`src/rtl/fpu_parser_pkg.sv`:
```
// Shared opcode encoding, instruction field positions and sticky-error bit
// positions for the co-processor instruction parser.
package fpu_parser_pkg;

  typedef enum logic [3:0] {
    NOP    = 4'h0,
    STORE2 = 4'h1,
    LOAD   = 4'h2,
    ADD    = 4'h3,
    SUB    = 4'h4,
    MUL    = 4'h5,
    SIN    = 4'h6,
    NEG    = 4'h7,
    ABS    = 4'h8,
    MOVE   = 4'h9,
    STORE1 = 4'hA
  } opcode_t;

  localparam int OPCODE_MSB   = 31;
  localparam int OPCODE_LSB   = 28;
  localparam int DEST_LSB     = 24;
  localparam int INSTR_MSB    = 31;
  localparam int INSTR_LSB    = 16;

  localparam int ERR_OVERFLOW  = 0;
  localparam int ERR_SATURATE  = 1;
  localparam int ERR_HAZARD    = 2;
  localparam int ERR_UNDERFLOW = 3;

  // Opcodes that write a destination register and therefore own a scoreboard slot.
  function automatic logic is_dest_op(input logic [3:0] op);
    case (op)
      LOAD, ADD, SUB, MUL, SIN, NEG, ABS, MOVE: is_dest_op = 1'b1;
      default:                                  is_dest_op = 1'b0;
    endcase
  endfunction

endpackage

```
`src/rtl/scoreboard_counter.sv`:
```
// Saturating pending-write counter for one architectural register.
// Simultaneous inc and dec cancel; dec at zero is dropped and flagged.
module scoreboard_counter #(
  parameter int CNT_WIDTH = 4
) (
  input  logic                 clk,
  input  logic                 rst,
  input  logic                 inc,
  input  logic                 dec,
  output logic [CNT_WIDTH-1:0] count,
  output logic                 at_max,
  output logic                 underflow
);

  localparam logic [CNT_WIDTH-1:0] CNT_MAX = '1;

  logic [CNT_WIDTH-1:0] count_q, count_d;

  assign count     = count_q;
  assign at_max    = (count_q == CNT_MAX);
  assign underflow = dec && (count_q == '0);

  always_comb begin
    count_d = count_q;
    if (inc && !dec && !at_max)
      count_d = count_q + 1'b1;
    else if (dec && !inc && (count_q != '0))
      count_d = count_q - 1'b1;
  end

  always_ff @(posedge clk) begin
    if (rst) count_q <= '0;
    else     count_q <= count_d;
  end

endmodule

```
`src/rtl/scoreboard_instr_parser.sv`:
```
// Instruction front end: decodes master writes, buffers STORE1 operands,
// tracks pending register writes. Option macro: SCOREBOARD_HAZARD_STALL_EN.
module scoreboard_instr_parser #(
  parameter int NUM_REGS   = 16,
  parameter int CNT_WIDTH  = 4,
  parameter int DATA_DEPTH = 4,
  parameter int DATA_WIDTH = 32
) (
  input  logic                          clk,
  input  logic                          rst,
  input  logic [31:0]                   addr_bus,
  input  logic [DATA_WIDTH-1:0]         data_bus,
  input  logic                          valid,
  input  logic                          wr_req,
  input  logic [NUM_REGS-1:0]           dep_clear,
  input  logic                          instr_full,
  input  logic                          rd_data_en,
  input  logic                          err_clear,
  output logic [15:0]                   instr_out,
  output logic                          instr_push,
  output logic [$clog2(NUM_REGS)-1:0]   out_reg,
  output logic [DATA_WIDTH-1:0]         rd_data,
  output logic [$clog2(DATA_DEPTH):0]   data_count,
  output logic [NUM_REGS-1:0]           busy_map,
  output logic                          rd_stall,
  output logic                          wr_error,
  output logic                          rd_error,
  output logic [3:0]                    err_status
);

  import fpu_parser_pkg::*;

  localparam int REG_BITS = $clog2(NUM_REGS);
  localparam int PTR_W    = $clog2(DATA_DEPTH);
  localparam logic [PTR_W:0] FIFO_FULL = (PTR_W+1)'(DATA_DEPTH);

  logic [3:0]          opcode;
  logic [REG_BITS-1:0] dest;
  logic                wr_cyc, rd_cyc, dest_op, is_store1;
  logic                reject_ovf, reject_sat, accept, hazard;
  logic                fifo_push, fifo_pop, pop_empty;
  logic [3:0]          err_set, err_status_d;
  logic                unused_addr_bits;

  logic [NUM_REGS-1:0]  at_max_vec, underflow_vec, inc_vec;
  logic [CNT_WIDTH-1:0] cnt [NUM_REGS];

  logic [DATA_WIDTH-1:0] mem_q [DATA_DEPTH];
  logic [PTR_W-1:0]      wr_ptr_q, rd_ptr_q;
  logic [PTR_W:0]        count_q, count_d;

  logic [15:0] instr_out_q;
  logic        instr_push_q, wr_error_q, rd_error_q;
  logic [3:0]  err_status_q;

  assign opcode  = addr_bus[OPCODE_MSB:OPCODE_LSB];
  assign dest    = addr_bus[DEST_LSB+REG_BITS-1:DEST_LSB];
  assign out_reg = addr_bus[REG_BITS-1:0];
  assign unused_addr_bits = ^addr_bus[15:REG_BITS];

  assign dest_op   = is_dest_op(opcode);
  assign is_store1 = (opcode == STORE1);
  assign wr_cyc    = valid && wr_req && !instr_full;
  assign rd_cyc    = valid && !wr_req;

  // A same-cycle pop frees a slot, so a STORE1 into a full FIFO is still legal then.
  assign reject_ovf = wr_cyc && is_store1 && (count_q == FIFO_FULL) && !rd_data_en;
  assign reject_sat = wr_cyc && dest_op && at_max_vec[dest] && !dep_clear[dest];
  assign accept     = wr_cyc && !reject_ovf && !reject_sat;

  assign fifo_push = accept && is_store1;
  assign fifo_pop  = rd_data_en && (count_q != '0);
  assign pop_empty = rd_data_en && (count_q == '0);
  assign count_d   = count_q + {{PTR_W{1'b0}}, fifo_push} - {{PTR_W{1'b0}}, fifo_pop};

  genvar gi;
  generate
    for (gi = 0; gi < NUM_REGS; gi++) begin : g_cnt
      assign inc_vec[gi] = accept && dest_op && (dest == REG_BITS'(gi));
      scoreboard_counter #(.CNT_WIDTH(CNT_WIDTH)) u_cnt (
        .clk       (clk),
        .rst       (rst),
        .inc       (inc_vec[gi]),
        .dec       (dep_clear[gi]),
        .count     (cnt[gi]),
        .at_max    (at_max_vec[gi]),
        .underflow (underflow_vec[gi])
      );
      assign busy_map[gi] = |cnt[gi];
    end
  endgenerate

  // Hazard looks at the counters as they stand this cycle, before any update.
  assign hazard = rd_cyc && busy_map[out_reg];

`ifdef SCOREBOARD_HAZARD_STALL_EN
  assign rd_stall = hazard;
  assign err_set[ERR_HAZARD] = 1'b0;
`else
  assign rd_stall = 1'b0;
  assign err_set[ERR_HAZARD] = hazard;
`endif
  assign err_set[ERR_OVERFLOW]  = reject_ovf;
  assign err_set[ERR_SATURATE]  = reject_sat;
  assign err_set[ERR_UNDERFLOW] = (|underflow_vec) || pop_empty;
  assign err_status_d = (err_clear ? 4'b0000 : err_status_q) | err_set;

  always_ff @(posedge clk) begin
    if (rst) begin
      instr_out_q  <= '0;
      instr_push_q <= 1'b0;
      wr_error_q   <= 1'b0;
      rd_error_q   <= 1'b0;
      err_status_q <= '0;
      wr_ptr_q     <= '0;
      rd_ptr_q     <= '0;
      count_q      <= '0;
      for (int i = 0; i < DATA_DEPTH; i++) mem_q[i] <= '0;
    end else begin
      instr_push_q <= accept;
      if (accept) instr_out_q <= addr_bus[INSTR_MSB:INSTR_LSB];
      wr_error_q   <= reject_ovf || reject_sat;
      rd_error_q   <= err_set[ERR_HAZARD];
      err_status_q <= err_status_d;
      if (fifo_push) begin
        mem_q[wr_ptr_q] <= data_bus;
        wr_ptr_q        <= wr_ptr_q + 1'b1;
      end
      if (fifo_pop) rd_ptr_q <= rd_ptr_q + 1'b1;
      count_q <= count_d;
    end
  end

  assign instr_out  = instr_out_q;
  assign instr_push = instr_push_q;
  assign wr_error   = wr_error_q;
  assign rd_error   = rd_error_q;
  assign err_status = err_status_q;
  assign rd_data    = mem_q[rd_ptr_q];
  assign data_count = count_q;

endmodule

```
`config.mk`:
```
export PLATFORM = sky130hd
export DESIGN_NAME = scoreboard_instr_parser
export DESIGN_NICKNAME = d
export VERILOG_FILES = /design/src/rtl/fpu_parser_pkg.sv /design/src/rtl/scoreboard_counter.sv /design/src/rtl/scoreboard_instr_parser.sv
export SDC_FILE = /design/constraint.sdc
export NUM_CORES = 1
export LEC_CHECK = 0
export ABC_AREA = 1
export BUFFER_PORTS_ARGS = -buffer_cell sky130_fd_sc_hd__buf_4
export CAP_MARGIN = 20
export CORE_ASPECT_RATIO = 1.5
export CORE_MARGIN = 1.5
export CORE_UTILIZATION = 48
export DETAILED_ROUTE_END_ITERATION = 8
export GPL_TIMING_DRIVEN = 0
export PLACE_DENSITY = 0.69
export SYNTH_ARGS = -nofsm -noshare
export SYNTH_HDL_FRONTEND = slang
export SYNTH_SLANG_ARGS = --single-unit
export TNS_END_PERCENT = 100
```
`constraint.sdc`:
```
create_clock -name clk -period 6.1 [get_ports clk]
set_input_delay 0.305 -clock clk [delete_from_list [all_inputs] [get_ports clk]]
set_output_delay 0.305 -clock clk [all_outputs]
set_load 0.01 [all_outputs]
```
==> metrics.cfg <==
[clocking]
clk_latency_ns=0.51
post_cts_buffers=0
cts_resized=0
hold_buffers=1
cts_buffers=22
clock_path_buffers=3
cts.htree.levels=1
path_clk_slew_ns=0.06
numClockSinks=224
cts_root_buf=clkbuf_16
cts_tree=done

[die]
initial_core_util=0.4907
dieArea_sq_mm=0.02596
dieHeight_um=196.6
io_pins=166
die_width_um=132.0
row_count=70
core_area_sq_mm=0.02444

[critical_path]
crit_fanout=32
cp_data_arrival_time_ns=3.60
cp_data_required_time_ns=6.12
crit_path_end_kind=flip-flop
crit_family=simple AND/OR/NAND/NOR gates
crit_path_cell_trace=nor3b_1, nand4_1, and2_1, buf_2, a21boi_2, inv_2, nor2_2, nand2_2, nor2_1, nand2_1, buf_2, nand2_2
startpoint_type=flip-flop
slowest_stage=nand2_2
critical_path_buf_inv_count=3
slowest_delay_ns=0.61
criticalPathCategory=flip-flop to flip-flop

[global_routing]
grt_pass1_vias=10762
grt_pass1_wl_um=54940
grt_usage=0.2680
overflow=0
antenna_found_initial=0
grt_max_degree=33

[logic_synthesis]
synth_top_area_frac=0.3206
synth-edff-count=128
synthXorXnorAreaFrac=0.01315
synth_top_family_by_area=simple AND/OR/NAND/NOR gates
ys_seq_area_frac=0.4809
synthFlopType=edfxtp_1
synth_top_area_cell=edfxtp_1
syn_area_sq_mm=0.01199
async_flop_share=0
synthAdderAreaFrac=0.06386
synth_cells=1474
synthMuxAreaShare=0
synth.area.top_cells=edfxtp_1, dfxtp_1, nor2_1
avgSynthCellArea_sq_um=8.134
synth_cell_types=38
synth-simple-area-share=0.2361
yosysWarnings=0
ys_ff_latch=224
synth_nets=1612
synth_compound_area_frac=0.1324

[run]
max_cap_viol_count=0

[hold_path]
hold_path.class=input pin to flip-flop

[timing]
fmax_ghz=0.2796
holdWs_ns=0.02586
fin_ws_ns=2.524
relSlewSlack=0.3595
setup_violations=0
hold_violations=0
worst_pin_slew_ns=0.9574
maxSlewViolCount=0
clock_skew_ns=0.009583
fin_tns_setup_ns=0
rsz0062_at_grt=false
post-route-period-util=0.5862
min_period_ns=3.576

[detailed_routing]
ant_nets=0
avgViaCountPerCell=5.515
drtIter0Drc=969
vias=10997
drt_wl_total_um=35160
drc_errors=0
wl_per_cell_um=17.63
first_pass_iters=5

[finish]
postLayoutCoreUtil=0.5892
num-nets-final=1792
final_cell_area_sq_mm=0.01440
area_growth_pct=20.08
drive_above_1_share=0.1473
diodes=0

[placed_design]
pre_cts_ws_ns=2.108
gp_congestion=0.9255
place_area_sq_mm=0.01365
port_buffers=151
dp_hpwl_um=25910

[power_and_ir_drop]
p_per_area_mw_per_mm2=408.4
ir_drop_uv=320.2
p_leak_nw=6.132

[status]
outcome=finished clean

cell type report:
| type | count | area, sq um |
|---|---|---|
| inverters | 156 | 585.6 |
| clock inverters | 13 | 133.9 |
| plain buffers | 65 | 292.8 |
| repair buffers | 156 | 1229 |
| fillers | 2183 | 10040 |
| clock buffers | 27 | 600.6 |
| flip-flops and latches | 224 | 5766 |
| multi-input cells | 1029 | 5385 |
| well taps | 324 | 405.4 |
path summary, 6_finish.rpt:
path / cells past startpoint / end / from / slack [ns]
min reg2reg: 2 / flip-flop / rd_ptr_q[1] / 0.47
min: 3 / instr_out[7] / addr_bus[23] / 0.03
max: 12 / mem_q[0][10] / data_count[2] / 2.52
max reg2reg: 12 / mem_q[0][10] / data_count[2] / 2.52
registers in the layout, summed over array words and instances (netlist names), 2 cells and up, named ones only:
name               cells
rd_ptr_q               2
instr_out             16
mem_q                128
data_count             3
wr_ptr_q               2
err_status             4
g_cnt.u_cnt.count     64
cells in the final DEF (no fill, tap or decap), types with 3 or more instances in the layout:
cell / n
buf_1: 4
nand4_1: 26
a31oi_1: 16
bufinv_16: 3
inv_2: 5
dfxtp_1: 96
xnor2_1: 18
nor3_1: 68
nor2_2: 10
nor4_1: 7
o211ai_1: 3
o22ai_1: 40
ha_1: 34
buf_4: 158
a21oi_1: 71
o21ai_1: 3
nand2_2: 16
nor2_1: 285
nand2_1: 187
edfxtp_1: 128
inv_1: 150
clkbuf_16: 23
o21ai_0: 158
nand3_1: 54
clkinv_1: 8
fa_1: 17
buf_2: 12
clkbuf_1: 44
cell families (layout without fill, tap and decap cells):
group / after synthesis / after routing
AO/OA/AOI/OAI: 298 / 298
buffers and inverters: 221 / 417
XOR/XNOR: 18 / 18
AND/OR/NAND/NOR: 661 / 661
flip-flops: 224 / 224
adder cells (fa/ha/maj): 51 / 51
other: 1 / 1
cells in the mapped netlist, types with 10 or more instances:
| cell | number |
|---|---|
| nor2_1 | 285 |
| dfxtp_1 | 96 |
| buf_2 | 12 |
| o22ai_1 | 40 |
| nand4_1 | 26 |
| a31oi_1 | 16 |
| nor2_2 | 10 |
| edfxtp_1 | 128 |
| xnor2_1 | 18 |
| inv_1 | 150 |
| nand3_1 | 54 |
| fa_1 | 17 |
| nand2_1 | 188 |
| nor3_1 | 68 |
| ha_1 | 34 |
| nand2_2 | 15 |
| o21ai_0 | 160 |
| clkbuf_1 | 41 |
| a21oi_1 | 71 |
report_power, final:
part	internal, W	switching [W]
Combinational	0.000960	0.00140
Sequential	0.00183	0.000272
Clock	0.000824	0.000585
through the flow:
| step | total power (W) | instances |
|---|---|---|
| final | 0.005880 | 1994 |
| after global routing | 0.006301 | 1994 |
| after CTS | 0.005890 | 1994 |
| after detailed placement | 0.004474 | 1953 |
| after global placement | 0.004406 | 1949 |
| after floorplan | 0.003615 | 1474 |
tightest hold or removal path, delay by kind of cell:
family	cells	cell delay (ns)
buf+inv	1	0.08
simple gates	2	0.11
routing by layer:
layer	routed length, um	GRT usage	share of wire
met1	12720	0.2883	0.36
met2	18500	0.5127	0.53
met3	2485	0.03909	0.071
met4	1447	0.1222	0.041
met5	0	0	0
(Power assumes the default switching activity.)
